$ cat config.mk
export PLATFORM = sky130hd
export DESIGN_NAME = scan_line_sequencer
export DESIGN_NICKNAME = d
export VERILOG_FILES = /design/src/rtl/scan_line_sequencer.sv
export SDC_FILE = /design/constraint.sdc
export NUM_CORES = 1
export LEC_CHECK = 0
export CORE_MARGIN = 1.5
export CORE_UTILIZATION = 30
export CTS_BUF_LIST = sky130_fd_sc_hd__clkbuf_16
export CTS_CLUSTER_DIAMETER = 60
export DETAILED_ROUTE_END_ITERATION = 7
export GPL_TIMING_DRIVEN = 0
export PLACE_DENSITY = 0.55
export SYNTH_ARGS = -nofsm -noshare
export SYNTH_HDL_FRONTEND = slang
export SYNTH_SLANG_ARGS = --single-unit
$ cat constraint.sdc
create_clock -name clk -period 7.2 [get_ports clk]
set_input_delay 2.16 -clock clk [delete_from_list [all_inputs] [get_ports clk]]
set_output_delay 2.16 -clock clk [all_outputs]
set_load 0.05 [all_outputs]
$ cat src/rtl/scan_line_sequencer.sv
// scan_line_sequencer
// Steps a line counter from a latched first line to a latched last line
// (wrapping modulo 2**CNT_W), holding each line for dwell+1 cycles, and
// drives the matching active-low one-cold select bus. A start/abort/done
// handshake faces the host. All outputs come straight from flops.
module scan_line_sequencer #(
  parameter int CNT_W   = 7,
  parameter int SEL_N   = 128,   // must equal 2**CNT_W
  parameter int DWELL_W = 8
) (
  input  logic               clk,
  input  logic               reset,
  input  logic               start,
  input  logic               abort,
  input  logic [CNT_W-1:0]   first,
  input  logic [CNT_W-1:0]   last,
  input  logic [DWELL_W-1:0] dwell,
  output logic               busy,
  output logic               done,
  output logic               strobe,
  output logic [CNT_W-1:0]   count,
  output logic [SEL_N-1:0]   select
);

  typedef enum logic [1:0] {
    S_IDLE   = 2'd0,
    S_ACTIVE = 2'd1,
    S_DONE   = 2'd2
  } state_t;

  state_t               state_q,     state_d;
  logic [CNT_W-1:0]     count_q,     count_d;
  logic [DWELL_W-1:0]   dwell_cnt_q, dwell_cnt_d;
  logic [CNT_W-1:0]     first_q,     first_d;
  logic [CNT_W-1:0]     last_q,      last_d;
  logic [DWELL_W-1:0]   dwell_q,     dwell_d;
  logic                 busy_q,      busy_d;
  logic                 done_q,      done_d;
  logic                 strobe_q,    strobe_d;
  logic [SEL_N-1:0]     select_q,    select_d;

  // Select bus is only driven while the next state is ACTIVE.
  logic                 sel_en_d;

  // Next-state and registered-output computation; everything holds by default,
  // pulses (done/strobe) and busy default low.
  always_comb begin
    state_d     = state_q;
    count_d     = count_q;
    dwell_cnt_d = dwell_cnt_q;
    first_d     = first_q;
    last_d      = last_q;
    dwell_d     = dwell_q;
    busy_d      = 1'b0;
    done_d      = 1'b0;
    strobe_d    = 1'b0;

    case (state_q)
      S_IDLE: begin
        // start together with abort is treated as no request at all
        if (start && !abort) begin
          first_d     = first;
          last_d      = last;
          dwell_d     = dwell;
          count_d     = first;
          dwell_cnt_d = dwell;
          busy_d      = 1'b1;
          strobe_d    = 1'b1;
          state_d     = S_ACTIVE;
        end
      end

      S_ACTIVE: begin
        if (abort) begin
          // abort wins over both line advance and completion; count is left
          // where it was so the host can see how far the scan got
          state_d = S_IDLE;
        end else if (dwell_cnt_q != '0) begin
          dwell_cnt_d = dwell_cnt_q - DWELL_W'(1);
          busy_d      = 1'b1;
        end else if (count_q == last_q) begin
          state_d = S_DONE;
          done_d  = 1'b1;
        end else begin
          // natural overflow of count provides the 127 -> 0 wrap
          count_d     = count_q + CNT_W'(1);
          dwell_cnt_d = dwell_q;
          busy_d      = 1'b1;
          strobe_d    = 1'b1;
        end
      end

      S_DONE: begin
        // single-cycle completion state; start/abort are not looked at here
        state_d = S_IDLE;
      end

      default: begin
        state_d = S_IDLE;
      end
    endcase
  end

  assign sel_en_d = (state_d == S_ACTIVE);

  // One-cold decode of the next count; one comparator per select line so the
  // low bit and the count index can never disagree.
  for (genvar i = 0; i < SEL_N; i++) begin : g_dec
    always_comb select_d[i] = ~(sel_en_d && (count_d == CNT_W'(i)));
  end

  // State and output registers with synchronous reset.
  always_ff @(posedge clk) begin
    if (reset) begin
      state_q     <= S_IDLE;
      count_q     <= '0;
      dwell_cnt_q <= '0;
      first_q     <= '0;
      last_q      <= '0;
      dwell_q     <= '0;
      busy_q      <= 1'b0;
      done_q      <= 1'b0;
      strobe_q    <= 1'b0;
      select_q    <= '1;
    end else begin
      state_q     <= state_d;
      count_q     <= count_d;
      dwell_cnt_q <= dwell_cnt_d;
      first_q     <= first_d;
      last_q      <= last_d;
      dwell_q     <= dwell_d;
      busy_q      <= busy_d;
      done_q      <= done_d;
      strobe_q    <= strobe_d;
      select_q    <= select_d;
    end
  end

  assign busy   = busy_q;
  assign done   = done_q;
  assign strobe = strobe_q;
  assign count  = count_q;
  assign select = select_q;

  // first_q is kept for observability of the accepted range; it has no
  // further use once count is loaded.
  logic unused_first;
  assign unused_first = ^first_q;

endmodule
==> results.sh, run 1 <==
export IMPL_cpMaxStageDelayCell="nor3b_2"
export IMPL_grt_max_degree=17
export IMPL_grt_pass1_vias=4217
export IMPL_reg2reg_slack_ns=3.78
export IMPL_row_count=48
export IMPL_relSlewSlack_pct=34.8
export IMPL_clockRootBuffer="clkbuf_16"
export IMPL_start_util_pct=30.7
export IMPL_critPathTopFamily="simple AND/OR/NAND/NOR gates"
export IMPL_holdPathStages=2
export IMPL_rr_endpoint="select[50]$_SDFF_PP1_"
export IMPL_drt_iter0_drc=266
export IMPL_path_buf_inv=4
export IMPL_vdd_drop_max_mv=0.169
export IMPL_fin_worst_skew_ns=0.00903
export IMPL_drc_errors=0
export IMPL_grt_pass1_wl_um=22800
export IMPL_syn_area_per_cell_sq_um=9.74
export IMPL_register_area_sq_um=3260
export IMPL_timing_final_crit_share_pct=71.9
export IMPL_fin_tns_setup_ns=0
export IMPL_holdBufCountCts=0
export IMPL_power_density_nw_per_um2=265
export IMPL_critPathLaunchType="input pin"
export IMPL_cts_tree="yes"
export IMPL_yosys_warnings=0
export IMPL_htreeDepth=4
export IMPL_cp_cell_sequence="clkdlybuf4s50_1, nor2b_1, o21ai_1, nor2_2, o31ai_2, or2_1, buf_2, inv_2, o21ai_2, nor3b_2, buf_2, nand2_1"
export IMPL_setup_viol=0
export IMPL_critPathMostFrequentCell="buf_2"
export IMPL_hold_viol=0
export IMPL_worstSetupStartpoint="start"
export IMPL_vias=4337
export IMPL_synth_edf_count=0
export IMPL_clk_pin_slew_ns=0.06
export IMPL_hold_path_class="flip-flop to flip-flop"
export IMPL_placed_cells=931
export IMPL_io_pins=164
export IMPL_syn_area_sq_um=5290
export IMPL_syn_inst=543
export IMPL_vias_per_cell=4.51
export IMPL_cts_buffers=17
export IMPL_syn_nets=572
export IMPL_syn_to_final_growth_pct=46.9
export IMPL_leakage_nw=2.81
export IMPL_portBuffers=163
export IMPL_drt_wl_total_um=14800
export IMPL_timing_final_max_slew_violations=0
export IMPL_yosysUniqueCellTypes=58
export IMPL_hpwl_um=11000
export IMPL_drv_cap=0
export IMPL_synth_seq_area_share_pct=61.7
export IMPL_crit_path_end_kind="flip-flop"
export IMPL_path_class="input pin to flip-flop"
export IMPL_final_cells=962
export IMPL_clkLatencyLatePin_ns=0.42
export IMPL_status="finished, final reports clean"
export IMPL_cpPeakStageDelay_ns=0.55
export IMPL_cp_arrival_ns=5.44
export IMPL_r2r_start="dwell_cnt_q[0]$_SDFFE_PP0P_"
export IMPL_grt_total_usage_pct=16.5
export IMPL_clk_path_buf_depth=2
export IMPL_layout_min_cycle_time_ns=5.18
export IMPL_ant_nets=0
export IMPL_drt_pass1_iter_count=4
export IMPL_rsz0062_at_grt="false"
export IMPL_clock_sinks=163
export IMPL_cts_resized=0
export IMPL_die_width_um=136
export IMPL_cts_setup_buffers=0
export IMPL_yosys_register_bits=163
export IMPL_grt_ovfl_total=0
export IMPL_drive_gt1_share_pct=8.01
export IMPL_antenna_found_initial=0
export IMPL_async_flop_share_pct=0
export IMPL_synth_ff_type="dfxtp_1"
export IMPL_die_h_um=136
export IMPL_wire_per_inst_um=15.4
export IMPL_worst_path_max_fanout=10
export IMPL_crit_required_ns=7.47
export IMPL_place_congestion=0.838
export IMPL_worst_slew_pin_slew_ns=0.970
export IMPL_holdPathEnd="dwell_q[5]$_SDFFE_PP0P_"
export IMPL_diodes=0
export IMPL_clock_fmax_ghz=0.193
export IMPL_min_from="dwell_q[5]$_SDFFE_PP0P_"
export IMPL_multi_input_area_sq_um=1880
export IMPL_design_die_area_sq_um=18400
export IMPL_fill_cells=1587
export IMPL_r2r_cells=9
export IMPL_core_area_sq_um=17200
export IMPL_nets=754
per-stage QoR:
step                setup WS, ns  power, mW  instance area [sq um]  hold slack [ns]  utilization [%]
floorplan                   2.92       1.13                   5290            0.433                -
global placement            1.63       1.20                   7200            0.445             41.8
detailed placement          1.60       1.20                   7200            0.451             41.8
CTS                         2.04       2.07                   7770            0.460             45.1
global route                1.73       2.13                   7770            0.477             45.1
finish                      2.02       2.06                   7770            0.457             45.1
layer usage:
metal  vias up  routed length (um)  share of wire (%)  track usage (%)
met5         -                   0                  0                0
met4         0                 260                1.8             7.11
met3        28                1020                6.9             4.26
met2       160                7230                 49             27.9
met1      1979                6320                 43             19.7
li1       2170                   -                  -                -
registers in the layout (all words and copies together), names as in the netlist:
name         count
count            7
last_q           7
strobe           1
select         128
dwell_q          8
dwell_cnt_q      8
done             1
state_q          2
busy             1
layout make-up:
type | instances | area share, %
Clock inverter | 14 | 1.82
Inverter | 10 | 0.483
Sequential cell | 163 | 42.0
Buffer | 20 | 1.35
Clock buffer | 17 | 5.48
Multi-Input combinational cell | 350 | 24.2
Timing Repair Buffer | 163 | 21.0
Tap cell | 225 | 3.62
Yosys cell counts (all sizes together), types with 2 or more instances:
| cell type | instances | area, sq um |
|---|---|---|
| nor3 | 26 | 150 |
| inv | 10 | 37.5 |
| nor4 | 4 | 70.1 |
| nor3b | 5 | 47.5 |
| dfxtp | 163 | 3260 |
| clkbuf | 9 | 33.8 |
| a221oi | 2 | 23.8 |
| buf | 11 | 71.3 |
| a311o | 2 | 20.0 |
| ha | 3 | 37.5 |
| nand2b | 4 | 25.0 |
| o211ai | 7 | 52.6 |
| a211oi | 7 | 52.6 |
| and3 | 2 | 12.5 |
| nand3 | 5 | 25.0 |
| o22ai | 2 | 12.5 |
| a311oi | 2 | 17.5 |
| xnor2 | 10 | 87.6 |
| nor2b | 3 | 18.8 |
| nand2 | 181 | 682 |
| or2 | 3 | 21.3 |
| o21ai | 6 | 33.8 |
| a21oi | 32 | 160 |
| nor4b | 3 | 56.3 |
| nor2 | 21 | 81.3 |
| and2 | 2 | 12.5 |
worst max path at each step:
stage                                   to  slack [ns]  depth (start not counted)
floorplan            select[78]$_SDFF_PP1_        2.92                         11
global placement    select[104]$_SDFF_PP1_        1.63                         12
detailed placement   select[77]$_SDFF_PP1_        1.60                         12
CTS                  select[77]$_SDFF_PP1_        2.04                         12
global route         select[71]$_SDFF_PP1_        1.73                         12
finish               select[77]$_SDFF_PP1_        2.02                         12
logic make-up after synthesis:
logic type | synth area share [%]
flip-flops | 61.7
AO/OA/AOI/OAI | 9.37
XOR/XNOR | 1.66
multiplexers | 0.402
buffers and inverters | 2.70
adder cells (fa/ha/maj) | 0.710
AND/OR/NAND/NOR | 23.5
power by group:
part           switching, mW  internal [mW]  total, mW
combinational          0.162         0.0840      0.246
clock                  0.362          0.508      0.870
sequential            0.0198          0.919      0.939
worst register-to-register path, delay by kind of cell, from the launching register on:
kind            cells  cell delay, ns
fa+ha+maj           1            0.21
buf+inv             1            0.12
compound gates      3            0.88
simple gates        4            1.70
flops               1            0.35
cell usage in the layout (no fill, tap or decap), drive strengths merged, types with 6 or more instances in the layout:
master	netlist	routed
a211oi	7	7
a21oi	32	32
buf	11	11
clkbuf	9	26
clkdlybuf4s50	0	163
dfxtp	163	163
inv	10	16
nand2	181	181
nor2	21	21
nor3	26	26
o211ai	7	7
o21ai	6	6
xnor2	10	10
Power figures use the tool's default switching activity.
==> run 2, diff against run 1 <==
--- a/config.mk
+++ b/config.mk
@@ -11,7 +11,7 @@
 export CTS_CLUSTER_DIAMETER = 60
 export DETAILED_ROUTE_END_ITERATION = 7
 export GPL_TIMING_DRIVEN = 0
-export PLACE_DENSITY = 0.55
+export PLACE_DENSITY = 0.57
 export SYNTH_ARGS = -nofsm -noshare
 export SYNTH_HDL_FRONTEND = slang
 export SYNTH_SLANG_ARGS = --single-unit
==> constraint.sdc (replaced) <==
create_clock -name clk -period 4.7 [get_ports clk]
set_input_delay 1.41 -clock clk [delete_from_list [all_inputs] [get_ports clk]]
set_output_delay 1.41 -clock clk [all_outputs]
set_load 0.05 [all_outputs]
==> run 2 against run 1 <==
  * Sequential power up 53%
  * Flip-flop and latch count unchanged
  * Sequential share of layout area down 0.17 points
  * Critical path depth unchanged
==> results.sh, run 2 (synthesized netlist as in run 1, its figures left out) <==
export IMPL_row_count=48
export IMPL_clk_path_buf_depth=2
export IMPL_holdBufCountCts=0
export IMPL_status="finished, final reports clean"
export IMPL_vias_per_cell=4.54
export IMPL_grt_total_usage_pct=16.6
export IMPL_largest_reg_flops=128
export IMPL_grt_max_degree=17
export IMPL_htreeDepth=4
export IMPL_path_class="input pin to flip-flop"
export IMPL_grt_pass1_wl_um=23000
export IMPL_reg2reg_slack_ns=1.30
export IMPL_timing_final_crit_share_pct=95.3
export IMPL_crit_path_end="select[72]$_SDFF_PP1_"
export IMPL_clkLatencyLatePin_ns=0.42
export IMPL_final_cells=963
export IMPL_placed_cells=931
export IMPL_nets=754
export IMPL_drive_gt1_share_pct=8.54
export IMPL_drt_pass1_iter_count=4
export IMPL_critPathLaunchType="input pin"
export IMPL_diodes=0
export IMPL_grt_ovfl_total=0
export IMPL_r2r_cells=10
export IMPL_timing_final_max_slew_violations=0
export IMPL_clock_fmax_ghz=0.223
export IMPL_finalInstanceArea_sq_um=7800
export IMPL_clockRootBuffer="clkbuf_16"
export IMPL_worst_slew_pin_slew_ns=0.984
export IMPL_cts_setup_buffers=0
export IMPL_portBuffers=163
export IMPL_hpwl_um=11000
export IMPL_dpl_cell_area_sq_um=7200
export IMPL_wire_per_inst_um=15.3
export IMPL_layout_min_cycle_time_ns=4.48
export IMPL_setup_viol=0
export IMPL_power_density_nw_per_um2=410
export IMPL_io_pins=164
export IMPL_die_width_um=136
export IMPL_fin_worst_skew_ns=0.0116
export IMPL_ant_nets=0
export IMPL_hold_path_class="flip-flop to flip-flop"
export IMPL_relSlewSlack_pct=33.9
export IMPL_use_met3_pct=4.30
export IMPL_place_congestion=0.851
export IMPL_cts_tree="yes"
export IMPL_use_met1_pct=20.1
export IMPL_core_area_sq_um=17200
export IMPL_drc_errors=0
export IMPL_use_met2_pct=28.1
export IMPL_crit_path_end_kind="flip-flop"
export IMPL_vias=4372
export IMPL_crit_required_ns=4.95
export IMPL_grt_pass1_vias=4205
export IMPL_cts_buffers=17
export IMPL_mostFrequentLayoutCell="nand2_1"
export IMPL_cts_resized=0
export IMPL_worst_path_max_fanout=10
export IMPL_antenna_found_initial=0
export IMPL_worstSetupStartpoint="start"
export IMPL_final_cell_mix="nand2_1, dfxtp_1, clkdlybuf4s50_1"
export IMPL_die_h_um=136
export IMPL_hold_viol=0
export IMPL_cp_arrival_ns=4.73
export IMPL_start_util_pct=30.7
export IMPL_design_die_area_sq_um=18400
export IMPL_clk_pin_slew_ns=0.06
export IMPL_leakage_nw=2.81
export IMPL_drt_wl_total_um=14800
export IMPL_r2r_start="dwell_cnt_q[0]$_SDFFE_PP0P_"
export IMPL_syn_to_final_growth_pct=47.5
export IMPL_drt_iter0_drc=243
export IMPL_vdd_drop_max_mv=0.247
export IMPL_rr_endpoint="select[72]$_SDFF_PP1_"
export IMPL_grt_busiest_layer="met2"
export IMPL_clock_sinks=163
export IMPL_drv_cap=0
export IMPL_rsz0062_at_grt="false"
## run 2: layout make-up
cell class                      count  area (sq um)
Timing Repair Buffer              163          1630
Clock inverter                     15           173
Multi-Input combinational cell    350          1880
Tap cell                          225           282
Clock buffer                       17           425
Inverter                           10          37.5
Buffer                             20           105
Sequential cell                   163          3260
Fill cell                        1635          9440
## run 2: where the power goes
group,switching (mW),internal [mW],total (mW)
registers,0.0293,1.41,1.44
clock network,0.590,0.797,1.39
logic,0.247,0.129,0.376
## run 2: stage by stage
stage / TNS, ns / worst slack [ns] / hold WS (ns) / total power, mW / util, %
6_report: 0 / 0.219 / 0.455 / 3.20 / 45.2
5_1_grt: 0 / 0.000152 / 0.482 / 3.33 / 45.2
4_1_cts: 0 / 0.190 / 0.462 / 3.23 / 45.2
3_5_place_dp: -5.10 / -0.240 / 0.453 / 1.84 / 41.8
3_3_place_gp: -3.20 / -0.230 / 0.445 / 1.84 / 41.8
2_1_floorplan: 0 / 1.17 / 0.433 / 1.72 / -
## run 2: how the worst min path moves through the flow
stage | from | end | slack [ns] | cells past startpoint
2_1_floorplan | dwell_q[5]$_SDFFE_PP0P_ | dwell_q[5]$_SDFFE_PP0P_ | 0.43 | 2
3_3_place_gp | dwell_q[5]$_SDFFE_PP0P_ | dwell_q[5]$_SDFFE_PP0P_ | 0.45 | 2
3_5_place_dp | dwell_q[5]$_SDFFE_PP0P_ | dwell_q[5]$_SDFFE_PP0P_ | 0.45 | 2
4_1_cts | dwell_q[5]$_SDFFE_PP0P_ | dwell_q[5]$_SDFFE_PP0P_ | 0.46 | 2
5_1_grt | dwell_q[6]$_SDFFE_PP0P_ | dwell_q[6]$_SDFFE_PP0P_ | 0.48 | 2
6_report | dwell_q[5]$_SDFFE_PP0P_ | dwell_q[5]$_SDFFE_PP0P_ | 0.46 | 2
## run 2: worst max-delay path: stages
cell             delay (ns)
clkdlybuf4s50_1        0.50
nor2b_1                0.28
o21ai_1                0.19
nor2_2                 0.44
o31ai_2                0.24
or2_1                  0.25
buf_2                  0.20
inv_2                  0.08
o21ai_2                0.10
nor3b_2                0.54
buf_2                  0.37
nand2_1                0.12
## run 2: layer usage
layer	wire, um	vias up	share of wire [%]
met4	253	0	1.7
met1	6370	2019	43
met5	0	-	0
met3	966	22	6.5
met2	7170	157	49
li1	-	2174	-
==> run 3, diff against run 2 <==
--- a/config.mk
+++ b/config.mk
@@ -5,7 +5,6 @@
 export SDC_FILE = /design/constraint.sdc
 export NUM_CORES = 1
 export LEC_CHECK = 0
-export CORE_MARGIN = 1.5
 export CORE_UTILIZATION = 30
 export CTS_BUF_LIST = sky130_fd_sc_hd__clkbuf_16
 export CTS_CLUSTER_DIAMETER = 60
==> run 3 against run 2 <==
  * Global-route usage hardly changed
  * Maximum frequency grew 1.8%
  * Combinational power rose by 1%
  * Sequential share of layout area grew 0.060 points
  * Setup slack gained 0.081 ns
  * Clock power shrank 4%
  * Non-clock buffer count unchanged
  * Register-to-register slack got worse by 0.03 ns
  * First-iteration DRC count rose by 2.5%
  * Clock skew down 0.0018 ns
  * Largest cell class unchanged
==> results.sh, run 3 (synthesized netlist as in run 1, its figures left out) <==
export IMPL_grt_pass1_vias=4215
export IMPL_cpPeakStageDelay_ns=0.51
export IMPL_final_cell_mix="nand2_1, dfxtp_1, clkdlybuf4s50_1"
export IMPL_leakage_nw=2.80
export IMPL_timing_final_max_slew_violations=0
export IMPL_cts_setup_buffers=0
export IMPL_largest_reg_flops=128
export IMPL_portBuffers=163
export IMPL_ant_nets=0
export IMPL_layout_min_cycle_time_ns=4.40
export IMPL_grt_max_degree=17
export IMPL_syn_to_final_growth_pct=47.3
export IMPL_final_util_pct=45.2
export IMPL_design_die_area_sq_um=18200
export IMPL_path_class="input pin to flip-flop"
export IMPL_cts_tree="yes"
export IMPL_die_h_um=135
export IMPL_drt_wl_total_um=14800
export IMPL_critPathMostFrequentCell="buf_2"
export IMPL_power_density_nw_per_um2=404
export IMPL_hold_path_class="flip-flop to flip-flop"
export IMPL_worst_slew_pin_slew_ns=0.989
export IMPL_path_buf_inv=4
export IMPL_wire_per_inst_um=15.4
export IMPL_hold_slack_ns=0.459
export IMPL_clk_pin_slew_ns=0.07
export IMPL_relSlewSlack_pct=33.6
export IMPL_drc_errors=0
export IMPL_cpMaxStageDelayCell="clkdlybuf4s50_1"
export IMPL_crit_required_ns=4.97
export IMPL_vias=4364
export IMPL_status="finished, final reports clean"
export IMPL_setup_viol=0
export IMPL_clock_sinks=163
export IMPL_fin_worst_skew_ns=0.00978
export IMPL_dpl_cell_area_sq_um=7200
export IMPL_clock_fmax_ghz=0.227
export IMPL_vdd_drop_max_mv=0.252
export IMPL_clockRootBuffer="clkbuf_16"
export IMPL_antenna_found_initial=0
export IMPL_timing_final_crit_share_pct=93.6
export IMPL_setup_ws_ns=0.300
export IMPL_p_total_mw=3.15
export IMPL_critPathTopFamily="simple AND/OR/NAND/NOR gates"
export IMPL_mostFrequentLayoutCell="nand2_1"
export IMPL_vias_per_cell=4.53
export IMPL_critPathLaunchType="input pin"
export IMPL_clk_path_buf_depth=2
export IMPL_die_width_um=135
export IMPL_drt_pass1_iter_count=5
export IMPL_htreeDepth=4
export IMPL_core_area_sq_um=17200
export IMPL_grt_ovfl_total=0
export IMPL_clkLatencyLatePin_ns=0.42
export IMPL_worst_path_max_fanout=10
export IMPL_cts_buffers=17
export IMPL_dp_slack_ns=-0.225
export IMPL_grt_total_usage_pct=16.6
export IMPL_drv_cap=0
export IMPL_crit_path_end_kind="flip-flop"
export IMPL_start_util_pct=30.7
export IMPL_cp_arrival_ns=4.67
export IMPL_drt_iter0_drc=249
export IMPL_place_congestion=0.850
export IMPL_nets=754
export IMPL_io_pins=164
export IMPL_row_count=48
export IMPL_diodes=0
export IMPL_finalInstanceArea_sq_um=7790
export IMPL_rsz0062_at_grt="false"
export IMPL_drive_gt1_share_pct=8.40
export IMPL_cp_cell_sequence="clkdlybuf4s50_1, nor2b_1, o21ai_1, nor2_2, o31ai_2, or2_1, buf_2, inv_2, o21ai_2, nor3_2, buf_2, nand2_1"
export IMPL_hpwl_um=10900
export IMPL_grt_pass1_wl_um=22800
export IMPL_hold_viol=0
## run 3: cell types whose count changed in the layout (fill, tap and decap cells not counted), sizes merged
cell / change
bufinv: -1
clkinv: +2
clkinvlp: +1
inv: -2
## run 3: per-stage QoR
stage | std cells | setup TNS (ns)
final | 963 | 0
after floorplan | 543 | 0
after CTS | 963 | 0
after detailed placement | 931 | -4.77
after global routing | 963 | 0
after global placement | 931 | -2.94
## run 3: worst paths after layout
| path | from | cells after the start | to | slack, ns |
|---|---|---|---|---|
| setup / recovery | start | 12 | select[109]$_SDFF_PP1_ | 0.30 |
| hold reg to reg | dwell_q[5]$_SDFFE_PP0P_ | 2 | dwell_q[5]$_SDFFE_PP0P_ | 0.46 |
| hold / removal | dwell_q[5]$_SDFFE_PP0P_ | 2 | dwell_q[5]$_SDFFE_PP0P_ | 0.46 |
| setup reg to reg | dwell_cnt_q[0]$_SDFFE_PP0P_ | 9 | select[11]$_SDFF_PP1_ | 1.27 |
## run 3: tightest hold or removal path: cells and delay by family, from the launching register on
kind	cells	cell delay, ns
compound gates	1	0.05
flops	1	0.31
simple gates	1	0.05
## run 3: routing by layer
metal  routed length [um]  GRT usage (%)  share of wire (%)  vias up
li1                     -              -                  -     2172
met1                 6540           20.2                 44     2018
met2                 7190           28.5                 49      160
met3                  912           4.54                6.2       14
met4                  166           5.18                1.1        0
met5                    0              0                  0        -
## run 3: cell type report
class	instances	area (sq um)
flip-flops and latches	163	3260
fillers	1620	9450
inverters	10	37.5
clock inverters	15	149
multi-input cells	350	1890
plain buffers	20	105
well taps	225	282
clock buffers	17	425
repair buffers	163	1630
## run 3: report_power, final
part | total, mW | leakage [nW] | switching, mW | internal [mW]
Sequential | 1.44 | 1.32 | 0.0300 | 1.41
Combinational | 0.380 | 1.21 | 0.250 | 0.130
Clock | 1.33 | 0.271 | 0.589 | 0.741
## run 3: what timing repair did
| action | CTS | global route |
|---|---|---|
| endpoints found under the setup margin | 0 | 3 |
| endpoints found under the hold margin | 0 | 0 |
| resized for setup | 0 | 2 |
| hold buffers | 0 | 0 |
